===== src/rtl/wb_stream_reader_fifo.sv =====
// Stream-to-Wishbone read FIFO: 2^AW x DW buffer with registered read data and burst threshold.
// Optional sticky read-underflow flag enabled by defining WB_STREAM_READER_FIFO_ERR_EN.
module wb_stream_reader_fifo #(
  parameter int unsigned DW        = 32,
  parameter int unsigned AW        = 4,
  parameter int unsigned BURST_LEN = 8
) (
  input  logic            clk,
  input  logic            rst,
  input  logic [DW-1:0]   stream_s_data_i,
  input  logic            stream_s_valid_i,
  output logic            stream_s_ready_o,
  input  logic            fifo_rd_en_i,
  output logic [DW-1:0]   fifo_rd_data_o,
  output logic            fifo_empty_o,
  input  logic            flush_i,
  output logic [AW:0]     cnt,
  output logic            burst_rdy_o,
  output logic            err_o
);

  localparam int unsigned DEPTH = 1 << AW;
  localparam int unsigned CW    = AW + 1;

  logic [DW-1:0] mem_q [DEPTH];
  logic [AW-1:0] wr_ptr_q, wr_ptr_d;
  logic [AW-1:0] rd_ptr_q, rd_ptr_d;
  logic [CW-1:0] cnt_q, cnt_d;
  logic [DW-1:0] rd_data_q, rd_data_d;
  logic          full_c, empty_c, wr_en_c, pop_c;

  // Status flags come from the registered count only.
  assign full_c           = (cnt_q == CW'(DEPTH));
  assign empty_c          = (cnt_q == '0);
  assign stream_s_ready_o = !full_c && !rst;
  assign fifo_empty_o     = empty_c;
  assign burst_rdy_o      = (cnt_q >= CW'(BURST_LEN));
  assign cnt              = cnt_q;
  assign fifo_rd_data_o   = rd_data_q;

  assign wr_en_c = stream_s_valid_i && stream_s_ready_o && !flush_i;
  assign pop_c   = fifo_rd_en_i && !empty_c && !flush_i && !rst;

  always_comb begin
    wr_ptr_d  = wr_ptr_q;
    rd_ptr_d  = rd_ptr_q;
    cnt_d     = cnt_q;
    rd_data_d = rd_data_q;
    if (wr_en_c) begin
      wr_ptr_d = wr_ptr_q + AW'(1);
    end
    if (pop_c) begin
      rd_ptr_d  = rd_ptr_q + AW'(1);
      rd_data_d = mem_q[rd_ptr_q];
    end
    case ({wr_en_c, pop_c})
      2'b10:   cnt_d = cnt_q + CW'(1);
      2'b01:   cnt_d = cnt_q - CW'(1);
      default: cnt_d = cnt_q;
    endcase
    // Flush discards contents but leaves the last popped word visible.
    if (flush_i) begin
      wr_ptr_d = '0;
      rd_ptr_d = '0;
      cnt_d    = '0;
    end
  end

  always_ff @(posedge clk) begin
    if (rst) begin
      wr_ptr_q  <= '0;
      rd_ptr_q  <= '0;
      cnt_q     <= '0;
      rd_data_q <= '0;
    end else begin
      wr_ptr_q  <= wr_ptr_d;
      rd_ptr_q  <= rd_ptr_d;
      cnt_q     <= cnt_d;
      rd_data_q <= rd_data_d;
    end
  end

  // Storage array carries no reset.
  always_ff @(posedge clk) begin
    if (wr_en_c) begin
      mem_q[wr_ptr_q] <= stream_s_data_i;
    end
  end

`ifdef WB_STREAM_READER_FIFO_ERR_EN
  logic err_q, err_d;

  always_comb begin
    err_d = err_q;
    if (fifo_rd_en_i && empty_c) begin
      err_d = 1'b1;
    end
    if (flush_i) begin
      err_d = 1'b0;
    end
  end

  always_ff @(posedge clk) begin
    if (rst) begin
      err_q <= 1'b0;
    end else begin
      err_q <= err_d;
    end
  end

  assign err_o = err_q;
`else
  assign err_o = 1'b0;
`endif

endmodule


===== config.mk =====
export PLATFORM = sky130hd
export DESIGN_NAME = wb_stream_reader_fifo
export DESIGN_NICKNAME = d
export VERILOG_FILES = /design/src/rtl/wb_stream_reader_fifo.sv
export SDC_FILE = /design/constraint.sdc
export NUM_CORES = 1
export LEC_CHECK = 0
export ABC_AREA = 0
export BUFFER_PORTS_ARGS = -buffer_cell sky130_fd_sc_hd__buf_2
export CORE_ASPECT_RATIO = 1.75
export CORE_MARGIN = 5
export CORE_UTILIZATION = 61
export CTS_CLUSTER_SIZE = 28
export DETAILED_ROUTE_END_ITERATION = 16
export GPL_ROUTABILITY_DRIVEN = 0
export PLACE_DENSITY = 0.79
export SLEW_MARGIN = 20
export SYNTH_ARGS = -nofsm -noshare
export SYNTH_HDL_FRONTEND = slang
export SYNTH_SLANG_ARGS = --single-unit

===== constraint.sdc =====
create_clock -name clk -period 5.1 [get_ports clk]
set_clock_uncertainty 0.05 [all_clocks]
set_input_delay 0.255 -clock clk [delete_from_list [all_inputs] [get_ports clk]]
set_output_delay 0.255 -clock clk [all_outputs]
set_load 0.01 [all_outputs]

==> impl_metrics.json, run 1 <==
{
  "io_pins": 78,
  "holdPathStages": 1,
  "syn_inst": 963,
  "synth-seq-cells": 557,
  "areaGrowthSynthToFinish_pct": 13.0,
  "hold_viol_final": 0,
  "multi_input_area_um2": 4730,
  "critPathKind": "reg2reg",
  "tightest_slew_ns": 1.10,
  "fin_crit_ns": 3.15,
  "hpwl_um": 23000,
  "grt.overflow.total": 0,
  "p_clk_share_pct": 42.8,
  "avgSynthCellArea_um2": 22.0,
  "antenna_cells": 0,
  "sw_frac_of_total_pct": 18.5,
  "cp.required_ns": 5.31,
  "start_util_pct": 61.6,
  "synth.area.top_cells": "edfxtp_1 72%, mux4_2 13%, dfxtp_1 4.2%, mux2i_1 3.2%, a21o_1 1.1%",
  "yosysWarnings": 0,
  "place_ws_ns": 1.73,
  "cp-end-kind": "register",
  "ys.flop_type": "edfxtp_1",
  "die_x_um": 151,
  "ant_nets": 0,
  "core_um2": 34500,
  "slew_headroom_pct": 26.3,
  "clkLatencyLatePin_ns": 0.56,
  "ys_types": 43,
  "cap_violations": 0,
  "yosys.area.top_type": "edfxtp_1",
  "n_fill_cell": 2059,
  "start_kind": "register",
  "cts_tree": "built",
  "wl_um": 42400,
  "p_sw_mw": 1.66,
  "vdd_ir_drop_max_uv": 323,
  "whs_endpoint": "mem_q[3][20]$_DFFE_PP_",
  "p_int_mw": 7.30,
  "fin_setup_tns_ns": 0,
  "power_frac_comb_pct": 1.5,
  "timing.fmax_mhz": 317,
  "outcome": "complete, no violations",
  "regToRegSetupSlack_ns": 1.95,
  "die_area_um2": 38700,
  "drtIter0Drc": 849,
  "clockBufferDepth": 3,
  "synth-edff-count": 512,
  "sequentialPowerShare_pct": 55.7,
  "grt_max_degree": 65,
  "hold-worst-slack_ns": 0.0216,
  "holdCritPathClass": "in2reg",
  "r2r-start": "cnt[0]$_SDFFE_PP0P_",
  "clk_pin_slew_ns": 0.06,
  "setup_viol": 0,
  "grt_usage_pct": 22.7,
  "cts_sinks": 557,
  "async_flop_share_pct": 0,
  "fin_area_um2": 24000,
  "root_buffer": "clkbuf_16",
  "wl_per_cell_um": 27.1,
  "regArea_um2": 16300,
  "dr_total_vias": 9810,
  "cts_max_level": 2,
  "synth_top_area_share_pct": 72.5,
  "finalCritPeriodShare_pct": 61.8,
  "avgViaCountPerCell": 6.28,
  "crit_fanout": 24,
  "cts-buffers-inserted": 47,
  "rows": 90,
  "cp_data_arrival_time_ns": 3.36,
  "seq_area_frac_synth_pct": 76.7,
  "hold_start": "stream_s_data_i[20]",
  "drcViolationCount": 0,
  "grt_pass1_wl_um": 64900,
  "grt_pass1_vias": 10600,
  "r2r_cells": 5,
  "drt-pass1-iter-count": 5,
  "leakagePower_nw": 7.76,
  "power_density_nw_per_um2": 374,
  "post_dp_cell_area_um2": 22200,
  "reg2reg_to": "mem_q[5][26]$_DFFE_PP_",
  "syn_nets": 1010,
  "drive_above_1_share_pct": 30.0,
  "die-height_um": 257,
  "nNetsFinal": 1111,
  "worst_slack_ns": 1.95,
  "rsz0062_at_grt": "no",
  "syn-cell-area_um2": 21200,
  "antenna_found_initial": 0,
  "portBuffers": 76,
  "slew_violations": 0
}
## worst max-delay path by stage
stage	slack [ns]	from	end
detailed placement	1.73	flush_i	mem_q[3][1]$_DFFE_PP_
global route	1.87	cnt[0]$_SDFFE_PP0P_	cnt[4]$_SDFFE_PP0P_
CTS	1.86	cnt[0]$_SDFFE_PP0P_	mem_q[3][3]$_DFFE_PP_
global placement	1.86	flush_i	mem_q[3][29]$_DFFE_PP_
floorplan	1.20	cnt[0]$_SDFFE_PP0P_	mem_q[0][0]$_DFFE_PP_
finish	1.95	cnt[0]$_SDFFE_PP0P_	mem_q[5][26]$_DFFE_PP_
## cell usage in the layout, fill, tap and decap left out, types with 3 or more instances in the layout
master and n:
dfxtp_4 3, nand2_1 7, edfxtp_1 512, nor3_2 3, mux4_2 127, nor2_4 12, clkinv_2 5, nand3_1 3
buf_4 20, clkinv_1 3, dlygate4sd3_1 3, dfxtp_1 42, ha_1 9, buf_2 76, buf_12 3, a21o_1 32
nor2_1 15, mux2i_1 68, clkbuf_8 7, bufinv_16 8, o22ai_1 31, clkbuf_1 10, inv_1 5, xnor2_1 3
clkbuf_16 49, a21oi_1 6, xor2_1 5
## flip-flops by register name (all words and copies together) (netlist names)
name	flops
rd_ptr_q	4
cnt	5
fifo_rd_data_o	32
mem_q	512
wr_ptr_q	4
## per-layer routing
metal / part of all wire [%] / track usage (%) / up-vias
met5: 0 / 0 / -
li1: - / - / 4218
met3: 5.3 / 3.46 / 74
met1: 38 / 29.9 / 5184
met4: 2.8 / 6.76 / 0
met2: 54 / 39.3 / 334
## final cells by class
class	count	area share [%]
clock inverter	21	1.33
clock buffer	66	5.67
tap	460	2.40
sequential	557	67.9
multi-input combinational	349	19.7
inverter	5	0.0783
timing repair buffer	104	2.82
## per-stage QoR
step                power (mW)  cells  util [%]
floorplan                 5.14    963         -
global placement          5.22   1469      64.4
detailed placement        5.22   1470      64.4
CTS                       9.01   1560      69.4
global route              9.23   1562      69.6
finish                    8.96   1562      69.6
## critical path, stage by stage (launching register included)
cell      delay [ns]
dfxtp_1         0.44
nor4_1          0.16
a211oi_1        0.56
nand2_1         0.39
nor2_4          0.91
buf_4           0.34
## Yosys cell counts, types with 3 or more instances
master    number
edfxtp_1     512
ha_1           9
nand2_1        7
mux2i_1       68
nand3_1        3
inv_1          5
clkbuf_1       6
buf_2         27
mux4_2       127
a21o_1        32
buf_1         10
nor3_1         5
dfxtp_1       45
nor2_1        27
xor2_1         5
a21oi_1        6
xnor2_1        3
buf_6          6
o22ai_1       31
## cells by family after synthesis
| kind of cell | share of synthesized area, % |
|---|---|
| simple gates | 1.12 |
| flops | 76.7 |
| xor+xnor | 0.330 |
| mux | 16.8 |
| other cells | 0.0177 |
| fa+ha+maj | 0.625 |
| compound gates | 2.85 |
| buf+inv | 1.50 |
## power by group through the flow
stage	Clock [mW]	Combinational (mW)	Sequential, mW
5_1_grt	4.10	0.144	4.99
2_1_floorplan	0	0.0461	5.10
6_report	3.83	0.132	4.99
3_5_place_dp	0	0.130	5.09
4_1_cts	3.89	0.132	4.99
3_3_place_gp	0	0.123	5.09
## repair_timing
| action | in CTS | in global routing |
|---|---|---|
| endpoints found under the hold margin | 19 | 0 |
| setup buffers | 0 | 0 |
| hold buffers | 3 | 0 |
| gates resized for setup | 0 | 0 |
(Power assumes the default switching activity.)
==> run 2: changes to the inputs <==
- CORE_UTILIZATION: 61 -> 55
- PLACE_DENSITY: 0.79 -> 0.75
- clock period: 5.1 -> 2.6 ns (I/O delays scaled with it)
==> run 2 against run 1 <==
Net effect:
- combinational power is 140% higher
- die area is 10% higher
- non-clock buffer count is 84 higher
- first-iteration DRC count is 7.5% higher
- total power is 89% higher
- clock power is 78% higher
- critical endpoint is now cnt[3]$_SDFFE_PP0P_
- largest cell class unchanged
- largest power group unchanged
==> impl_metrics.json, run 2 (synthesized netlist as in run 1, its figures left out) <==
{
  "drt-pass1-iter-count": 5,
  "crit_fanout": 4,
  "die_x_um": 158,
  "nNetsFinal": 1194,
  "core_um2": 38300,
  "holdCritPathClass": "in2reg",
  "drcViolationCount": 0,
  "die_area_um2": 42700,
  "clkLatencyLatePin_ns": 0.57,
  "tightest_slew_ns": 1.14,
  "setup_viol": 0,
  "cp_data_arrival_time_ns": 2.93,
  "root_buffer": "clkbuf_16",
  "post-cts-setup-buffer-count": 0,
  "regToRegSetupSlack_ns": 0.07,
  "hpwl_um": 25400,
  "antenna_cells": 0,
  "outcome": "complete, no violations",
  "grt_pass1_wl_um": 67700,
  "cp.required_ns": 3.00,
  "antenna_found_initial": 0,
  "vdd_ir_drop_max_uv": 612,
  "cap_violations": 0,
  "timing.fmax_mhz": 395,
  "finalCritPeriodShare_pct": 97.4,
  "place_inst": 1547,
  "cp-end-kind": "register",
  "critPathKind": "reg2reg",
  "slew_violations": 0,
  "rows": 95,
  "regMostFlops": "mem_q",
  "r2r_cells": 10,
  "io_pins": 78,
  "cts_max_level": 2,
  "drtIter0Drc": 913,
  "grt.overflow.total": 0,
  "start_kind": "register",
  "holdPathStages": 5,
  "areaGrowthSynthToFinish_pct": 16.9,
  "drive_above_1_share_pct": 32.1,
  "wl_um": 45100,
  "rsz0062_at_grt": "yes",
  "avgViaCountPerCell": 6.12,
  "grt_usage_pct": 21.5,
  "fin_util_pct": 64.8,
  "final-instance-count-excl-fill": 1669,
  "ant_nets": 0,
  "grt_max_degree": 45,
  "die-height_um": 270,
  "dr_total_vias": 10200,
  "wl_per_cell_um": 27.0,
  "clk_pin_slew_ns": 0.07,
  "leakagePower_nw": 8.11,
  "worst_slack_ns": 0.0670,
  "mostFrequentLayoutCells": "512 x edfxtp_1, 127 x mux4_2, 76 x buf_2, 68 x mux2i_1, 48 x buf_4",
  "slew_headroom_pct": 24.0,
  "largest_reg_flops": 512,
  "portBuffers": 76,
  "cts-buffers-inserted": 45,
  "fin_crit_ns": 2.53,
  "place_ws_ns": -0.0295,
  "cts_tree": "built",
  "hold_viol_final": 0,
  "clockBufferDepth": 3,
  "grt_pass1_vias": 10900,
  "cts_sinks": 557,
  "power_density_nw_per_um2": 682,
  "layout_commonest_cell": "edfxtp_1",
  "start_util_pct": 55.4
}
run 2: metal layers:
| metal | GRT usage [%] | part of all wire, % |
|---|---|---|
| met1 | 27.3 | 36 |
| met5 | 0 | 0 |
| met3 | 2.50 | 5.4 |
| met4 | 7.57 | 3.5 |
| met2 | 38.1 | 56 |
run 2: cell type report:
cell class | count | area [um2]
Clock buffer | 56 | 1220
Clock inverter | 28 | 264
Fill cell | 2486 | 13500
Inverter | 5 | 18.8
Multi-Input combinational cell | 350 | 4780
Sequential cell | 557 | 16300
Tap cell | 485 | 607
Timing Repair Buffer | 188 | 1630
run 2: per-stage QoR:
step                instance area (um2)  hold WS (ns)  power, mW  TNS (ns)
CTS                               24800       0.00229       17.0         0
finish                            24800        0.0249       16.9         0
floorplan                         21200         0.179       10.1   -182.72
detailed placement                22900         0.384       10.3   -0.0295
global route                      24800        0.0274       17.4   -0.0150
global placement                  22900         0.379       10.2         0
run 2: critical path: stages (launching register included):
cell and delay [ns]:
dfxtp_1 0.33, or4_4 0.56, o21ai_4 0.15, nor2_1 0.07
ha_2 0.20, buf_4 0.15, ha_1 0.27, a21o_2 0.21
a21oi_1 0.18, xor2_1 0.19, o31ai_1 0.08
run 2: worst paths after layout:
check | from | end
setup reg to reg | cnt[2]$_SDFFE_PP0P_ | cnt[3]$_SDFFE_PP0P_
hold reg to reg | fifo_rd_data_o[5]$_SDFFE_PP0P_ | fifo_rd_data_o[5]$_SDFFE_PP0P_
hold / removal | flush_i | cnt[4]$_SDFFE_PP0P_
setup / recovery | cnt[2]$_SDFFE_PP0P_ | cnt[3]$_SDFFE_PP0P_
run 2: power breakdown:
| part | internal [mW] | switching [mW] |
|---|---|---|
| Clock | 3.76 | 3.05 |
| Combinational | 0.118 | 0.196 |
| Sequential | 9.78 | 0.0106 |
| Total | 13.7 | 3.26 |
run 2: what timing repair did:
action | in CTS | in global routing
hold buffers | 36 | 0
resized for setup | 2 | 6
setup endpoints to repair | 1 | 30
endpoints found under the hold margin | 522 | 0
pin swaps | 0 | 5
cloned | 0 | 1
